`src/rtl/spi_pkg.sv`:
```
// Shared SPI definitions: FSM state encoding and the four {CPOL,CPHA} modes.
// Latency: n/a (types and constants only).
// Backpressure: n/a.
package spi_pkg;

    typedef enum logic [1:0] {
        IDLE  = 2'd0,
        LEAD  = 2'd1,
        XFER  = 2'd2,
        TRAIL = 2'd3
    } spi_state_t;

    localparam logic [1:0] MODE0 = 2'b00;
    localparam logic [1:0] MODE1 = 2'b01;
    localparam logic [1:0] MODE2 = 2'b10;
    localparam logic [1:0] MODE3 = 2'b11;

endpackage

```
`src/rtl/spi_tick_gen.sv`:
```
// Half-period tick generator: down-counter reloaded on start or on every tick.
// Latency: first tick exactly `load` CLK cycles after the start edge, then every `load` cycles.
// Backpressure: none; counts freely while enabled, holds while disabled.
module spi_tick_gen #(
    parameter int DIV_W = 10
) (
    input  logic             CLK,
    input  logic             RST,
    input  logic             start,
    input  logic             en,
    input  logic [DIV_W-1:0] load,
    output logic             tick
);

    logic [DIV_W-1:0] cnt;

    assign tick = en && (cnt == '0);

    // Reload on start or tick so each tick lands exactly `load` cycles after the previous event.
    always_ff @(posedge CLK or posedge RST) begin
        if (RST) begin
            cnt <= '0;
        end else if (start || tick) begin
            cnt <= load - DIV_W'(1);
        end else if (en) begin
            cnt <= cnt - DIV_W'(1);
        end
    end

endmodule

```
`src/rtl/spi_master_param.sv`:
```
// Parameterised SPI master: one DATA_W-bit full-duplex transfer per accepted W_STB, all four modes.
// Latency: R_STB (2*DATA_W+2)*DIV CLK cycles after the accepting edge (DIV of 0 counts as 1).
// Backpressure: W_READY low from the cycle after acceptance until the R_STB cycle; W_STB while busy is dropped.
module spi_master_param
    import spi_pkg::*;
#(
    parameter int  DATA_W = 8,
    parameter int  NCS    = 1,
    parameter int  DIV_W  = 10,
    localparam int CS_W   = (NCS > 1) ? $clog2(NCS) : 1
) (
    input  logic              CLK,
    input  logic              RST,
    input  logic [DIV_W-1:0]  DIV,
    input  logic              CPOL,
    input  logic              CPHA,
    input  logic              LSB_FIRST,
    input  logic [CS_W-1:0]   CS_SEL,
    input  logic              W_STB,
    input  logic [DATA_W-1:0] W_DATA,
    output logic              W_READY,
    output logic              R_STB,
    output logic [DATA_W-1:0] R_DATA,
    output logic              SCLK,
    output logic              MOSI,
    input  logic              MISO,
    output logic [NCS-1:0]    CS_N
);

    localparam int CNT_W = $clog2(2 * DATA_W + 1);
    localparam logic [CNT_W-1:0] LAST_HALF = CNT_W'(2 * DATA_W - 1);

    spi_state_t state_q, state_d;

    logic              accept;
    logic              tick;
    logic [DIV_W-1:0]  div_live;
    logic [DIV_W-1:0]  div_l;
    logic              cpol_l, cpha_l, lsb_l;
    logic [DATA_W-1:0] tx_q, rx_q;
    logic [CNT_W-1:0]  hcnt;
    logic              sclk_q, mosi_q;
    logic [NCS-1:0]    cs_n_q, cs_mask;
    logic              r_stb_q;
    logic [DATA_W-1:0] r_data_q;
    logic              edge_evt, leading, shift_edge, sample_edge;

    function automatic logic head_bit(input logic [DATA_W-1:0] w, input logic lsb);
        return lsb ? w[0] : w[DATA_W-1];
    endfunction

    function automatic logic [DATA_W-1:0] shift_out(input logic [DATA_W-1:0] w, input logic lsb);
        return lsb ? (w >> 1) : (w << 1);
    endfunction

    assign accept   = W_STB && (state_q == IDLE);
    assign div_live = (DIV == '0) ? DIV_W'(1) : DIV;

    // hcnt counts completed SCLK toggles; even count means the next toggle is a leading edge.
    assign edge_evt    = (state_q == XFER) && tick;
    assign leading     = ~hcnt[0];
    assign shift_edge  = edge_evt && (cpha_l ? leading : ~leading);
    assign sample_edge = edge_evt && (cpha_l ? ~leading : leading);

    spi_tick_gen #(.DIV_W(DIV_W)) u_tick (
        .CLK   (CLK),
        .RST   (RST),
        .start (accept),
        .en    (state_q != IDLE),
        .load  (accept ? div_live : div_l),
        .tick  (tick)
    );

    // One-hot active-low select; an out-of-range index matches nothing, so no line asserts.
    always_comb begin
        cs_mask = '1;
        for (int i = 0; i < NCS; i++) begin
            if (CS_SEL == CS_W'(i)) cs_mask[i] = 1'b0;
        end
    end

    // State register.
    always_ff @(posedge CLK or posedge RST) begin
        if (RST) state_q <= IDLE;
        else     state_q <= state_d;
    end

    // Next state: each non-idle phase advances only on a half-period tick.
    always_comb begin
        state_d = state_q;
        case (state_q)
            IDLE:    if (accept) state_d = LEAD;
            LEAD:    if (tick) state_d = XFER;
            XFER:    if (tick && (hcnt == LAST_HALF)) state_d = TRAIL;
            TRAIL:   if (tick) state_d = IDLE;
            default: state_d = IDLE;
        endcase
    end

    // Datapath: latch the request, toggle SCLK, shift MOSI / sample MISO, publish the result.
    always_ff @(posedge CLK or posedge RST) begin
        if (RST) begin
            div_l    <= '0;
            cpol_l   <= 1'b0;
            cpha_l   <= 1'b0;
            lsb_l    <= 1'b0;
            tx_q     <= '0;
            rx_q     <= '0;
            hcnt     <= '0;
            sclk_q   <= 1'b0;
            mosi_q   <= 1'b0;
            cs_n_q   <= '1;
            r_stb_q  <= 1'b0;
            r_data_q <= '0;
        end else begin
            r_stb_q <= 1'b0;
            if (accept) begin
                div_l  <= div_live;
                cpol_l <= CPOL;
                cpha_l <= CPHA;
                lsb_l  <= LSB_FIRST;
                sclk_q <= CPOL;
                hcnt   <= '0;
                rx_q   <= '0;
                cs_n_q <= cs_mask;
                // CPHA=0 needs bit 0 on the wire before the first (sampling) edge.
                if (CPHA) begin
                    tx_q   <= W_DATA;
                    mosi_q <= 1'b0;
                end else begin
                    tx_q   <= shift_out(W_DATA, LSB_FIRST);
                    mosi_q <= head_bit(W_DATA, LSB_FIRST);
                end
            end else begin
                if (edge_evt) begin
                    sclk_q <= ~sclk_q;
                    hcnt   <= hcnt + CNT_W'(1);
                end
                if (shift_edge) begin
                    mosi_q <= head_bit(tx_q, lsb_l);
                    tx_q   <= shift_out(tx_q, lsb_l);
                end
                if (sample_edge) begin
                    rx_q <= lsb_l ? {MISO, rx_q[DATA_W-1:1]} : {rx_q[DATA_W-2:0], MISO};
                end
                if ((state_q == TRAIL) && tick) begin
                    cs_n_q   <= '1;
                    r_stb_q  <= 1'b1;
                    r_data_q <= rx_q;
                end
            end
        end
    end

    assign W_READY = (state_q == IDLE);
    assign R_STB   = r_stb_q;
    assign R_DATA  = r_data_q;
    assign SCLK    = (state_q == IDLE) ? CPOL : sclk_q;
    assign MOSI    = (state_q == IDLE) ? 1'b0 : mosi_q;
    assign CS_N    = cs_n_q;

endmodule
```
`config.mk`:
```
export PLATFORM = sky130hd
export DESIGN_NAME = spi_master_param
export DESIGN_NICKNAME = d
export VERILOG_FILES = /design/src/rtl/spi_pkg.sv /design/src/rtl/spi_tick_gen.sv /design/src/rtl/spi_master_param.sv
export SDC_FILE = /design/constraint.sdc
export NUM_CORES = 1
export LEC_CHECK = 0
export ABC_AREA = 1
export BUFFER_PORTS_ARGS = -buffer_cell sky130_fd_sc_hd__buf_2
export CORE_ASPECT_RATIO = 1.4
export CORE_UTILIZATION = 40
export DETAILED_ROUTE_END_ITERATION = 6
export PLACE_DENSITY = 0.65
export RECOVER_POWER = 50
export SYNTH_ARGS = -nofsm -noshare
export SYNTH_HDL_FRONTEND = slang
export SYNTH_HIERARCHICAL = 1
export SYNTH_SLANG_ARGS = --single-unit
```
`constraint.sdc`:
```
create_clock -name CLK -period 3.23 [get_ports CLK]
set_input_delay 0.4845 -clock CLK [delete_from_list [all_inputs] [get_ports CLK]]
set_output_delay 0.4845 -clock CLK [all_outputs]
set_load 0.005 [all_outputs]
```
==> impl_metrics.tcl <==
set metrics [dict create \
    status "finished with violations" \
    violations "capacitance limit, slew limit" \
    busiest_layer "met2" \
    ios 39 \
    drcViolationCount 0 \
    htree_num_levels 3 \
    hold_viol 0 \
    area_growth_syn_to_layout_pct 16.4 \
    firstDrtPassIters 4 \
    final_cells 630 \
    grt_use_total 0.193 \
    routedWlPerCell_um 12.5 \
    coreArea_um2 8250 \
    maxSlewHeadroom -0.203 \
    synth_top_flop_cell "dfrtp_1" \
    synth_sequential_area_ratio 0.414 \
    dp_cells 614 \
    startpoint_type "register" \
    ant_nets 0 \
    drive_gt1_frac 0.163 \
    async_reset_ff_frac 1.00 \
    fp-row-count 39 \
    grt_antenna_before_repair 0 \
    worst_skew_pair.late_latency_ns 0.33 \
    fp.dieW_um 80.5 \
    setup_tns_ns 0 \
    min-delay-path-class "primary input to async pin" \
    leakagePower_nw 2.15 \
    cap_violations 1 \
    post-dp-hpwl_um 5820 \
    drt_iter0_drc 134 \
    rrSetupSlack_ns 0.40 \
    synth-seq-cells 57 \
    cts-root-buf "clkbuf_16" \
    layout_common_cells "181 x nand2_1, 61 x inv_1, 56 x dfrtp_1" \
    gp_congestion 0.928 \
    crit_path_end_kind "register" \
    syn_area_um2 3450 \
    numCtsBuffers 9 \
    r2r-start "state_q[0]" \
    clock_skew_ns 0.00695 \
    required_ns 3.44 \
    synth_nets 517 \
    fin_crit_ns 2.83 \
    finalSetupViolCount 0 \
    worstReg2RegEnd "u_tick/cnt[8]" \
    met3_usage 0.0377 \
    crit_type "register to register" \
    hold_buffers 0 \
    diodes 0 \
    initial_core_util 0.418 \
    max_slew.worst_pin.slew_ns 1.80 \
    path_clk_slew_ns 0.05 \
    finalNetCount 556 \
    grt_use_met1 0.218 \
    ir_drop_uv 463 \
    rsz0062_at_grt "no" \
    vias 3128 \
    reg2reg_depth 14 \
    vias_per_cell 4.97 \
    fillCellCount 827 \
    grt_pass1_wl_um 13400 \
    layout_commonest_cell "nand2_1" \
    yosysWarnings 6 \
    cp_max_fo 37 \
    die_h_um 112 \
    gr-usage-met2 0.329 \
    ys_types 34 \
    power.density_nw_per_um2 873 \
    fp.dieArea_um2 9010 \
    slew_viol_final 48 \
    synthCells 484 \
    portBuffers 38 \
    grt_pass1_vias 3002 \
    drt-total-wl_um 7870 \
    cts_post_setup_buffers_inserted 0 \
    synth_edf_count 0 \
    overflow 0 \
    tritoncts "built" \
    syn_avg_cell_area_um2 7.13 \
    ctsLongestPathBuffers 2 \
    fin_crit_sh 0.877 \
    arrival_ns 3.04 \
    max_freq_ghz 0.353 \
    grt_max_degree 48 \
    clock-sinks 57 \
    cts_resized 0 \
]
## layout make-up
class,count,area [um^2],area share
inverter,66,248,0.0617
tap,102,128,0.0318
clock buffer,11,233,0.0579
sequential,57,1430,0.355
multi-input combinational,347,1690,0.420
clock inverter,5,80.1,0.0199
timing repair buffer,42,215,0.0536
## through the flow
| step | hold slack [ns] | util | total power [mW] | instance area [um^2] | setup WS [ns] |
|---|---|---|---|---|---|
| 2_1_floorplan | 0.325 | - | 2.19 | 3450 | 0.866 |
| 3_3_place_gp | 0.463 | 0.450 | 2.50 | 3710 | 0.566 |
| 3_5_place_dp | 0.464 | 0.450 | 2.52 | 3710 | 0.439 |
| 4_1_cts | 0.161 | 0.488 | 3.53 | 4020 | 0.408 |
| 5_1_grt | 0.165 | 0.487 | 3.79 | 4020 | 0.126 |
| 6_report | 0.129 | 0.487 | 3.51 | 4020 | 0.396 |
## where the power goes
part           leakage (nW)  total (mW)  internal, mW  switching [mW]
Sequential            0.738        1.04         0.927           0.111
Combinational          1.27        1.48         0.478           0.998
Clock                 0.146       0.994         0.673           0.321
Total                  2.15        3.51          2.08            1.43
## worst max path at each step
| stage | start | endpoint | depth (start not counted) | slack [ns] |
|---|---|---|---|---|
| after detailed placement | state_q[0] | u_tick/cnt[8] | 14 | 0.44 |
| after global placement | state_q[0] | u_tick/cnt[8] | 14 | 0.57 |
| after floorplan | state_q[0] | u_tick/cnt[4] | 14 | 0.87 |
| after CTS | state_q[1] | u_tick/cnt[8] | 14 | 0.41 |
| after global routing | state_q[0] | u_tick/cnt[4] | 13 | 0.13 |
| final | state_q[0] | u_tick/cnt[8] | 14 | 0.40 |
## cell families after synthesis
family | share of synthesized area
simple gates | 0.394
buf+inv | 0.0979
flops | 0.414
compound gates | 0.0664
fa+ha+maj | 0.0254
xor+xnor | 0.00254
## Yosys cell counts (4+ instances only)
cell type | n | area, um^2
dfrtp_1 | 56 | 1400
a21oi_1 | 4 | 20.0
inv_2 | 4 | 15.0
nor2_2 | 5 | 31.3
nand2_4 | 7 | 78.8
nand2_1 | 181 | 679
o21ai_1 | 9 | 45.0
nor2_1 | 23 | 86.3
nor2_4 | 4 | 45.0
nand4_1 | 9 | 56.3
nand3_1 | 51 | 255
ha_1 | 7 | 87.6
buf_2 | 11 | 55.1
inv_1 | 61 | 229
nand2_2 | 7 | 43.8
o21ai_0 | 24 | 120
nand3_2 | 4 | 40.0
## worst max-delay path, stage by stage, from the launching register on
cell,delay (ns)
dfrtp_1,0.41
inv_1,0.10
ha_1,0.30
nand2_4,0.26
inv_1,0.35
inv_1,0.25
nand2_8,0.20
nand2_1,0.10
nand2_2,0.09
ha_1,0.16
nand2_1,0.10
nor2_4,0.15
nand3_1,0.09
nand3_1,0.08
o21ai_1,0.06
## layer usage
metal / part of all wire / vias up / routed length (um)
met3: 0.027 / 26 / 215
met1: 0.41 / 1448 / 3230
met5: 0 / - / 0
met4: 0.042 / 0 / 329
met2: 0.52 / 64 / 4100
li1: - / 1590 / -
## state kept, by name, summed over array words and instances, names as in the netlist
name and cells:
sclk_q 1, cpha_l 1, rx_q 8, R_DATA 8, tx_q 8, R_STB 1
mosi_q 1, hcnt 5, div_l 10, lsb_l 1, CS_N 1, u_tick/cnt 10
state_q 2
(Power assumes the default switching activity.)
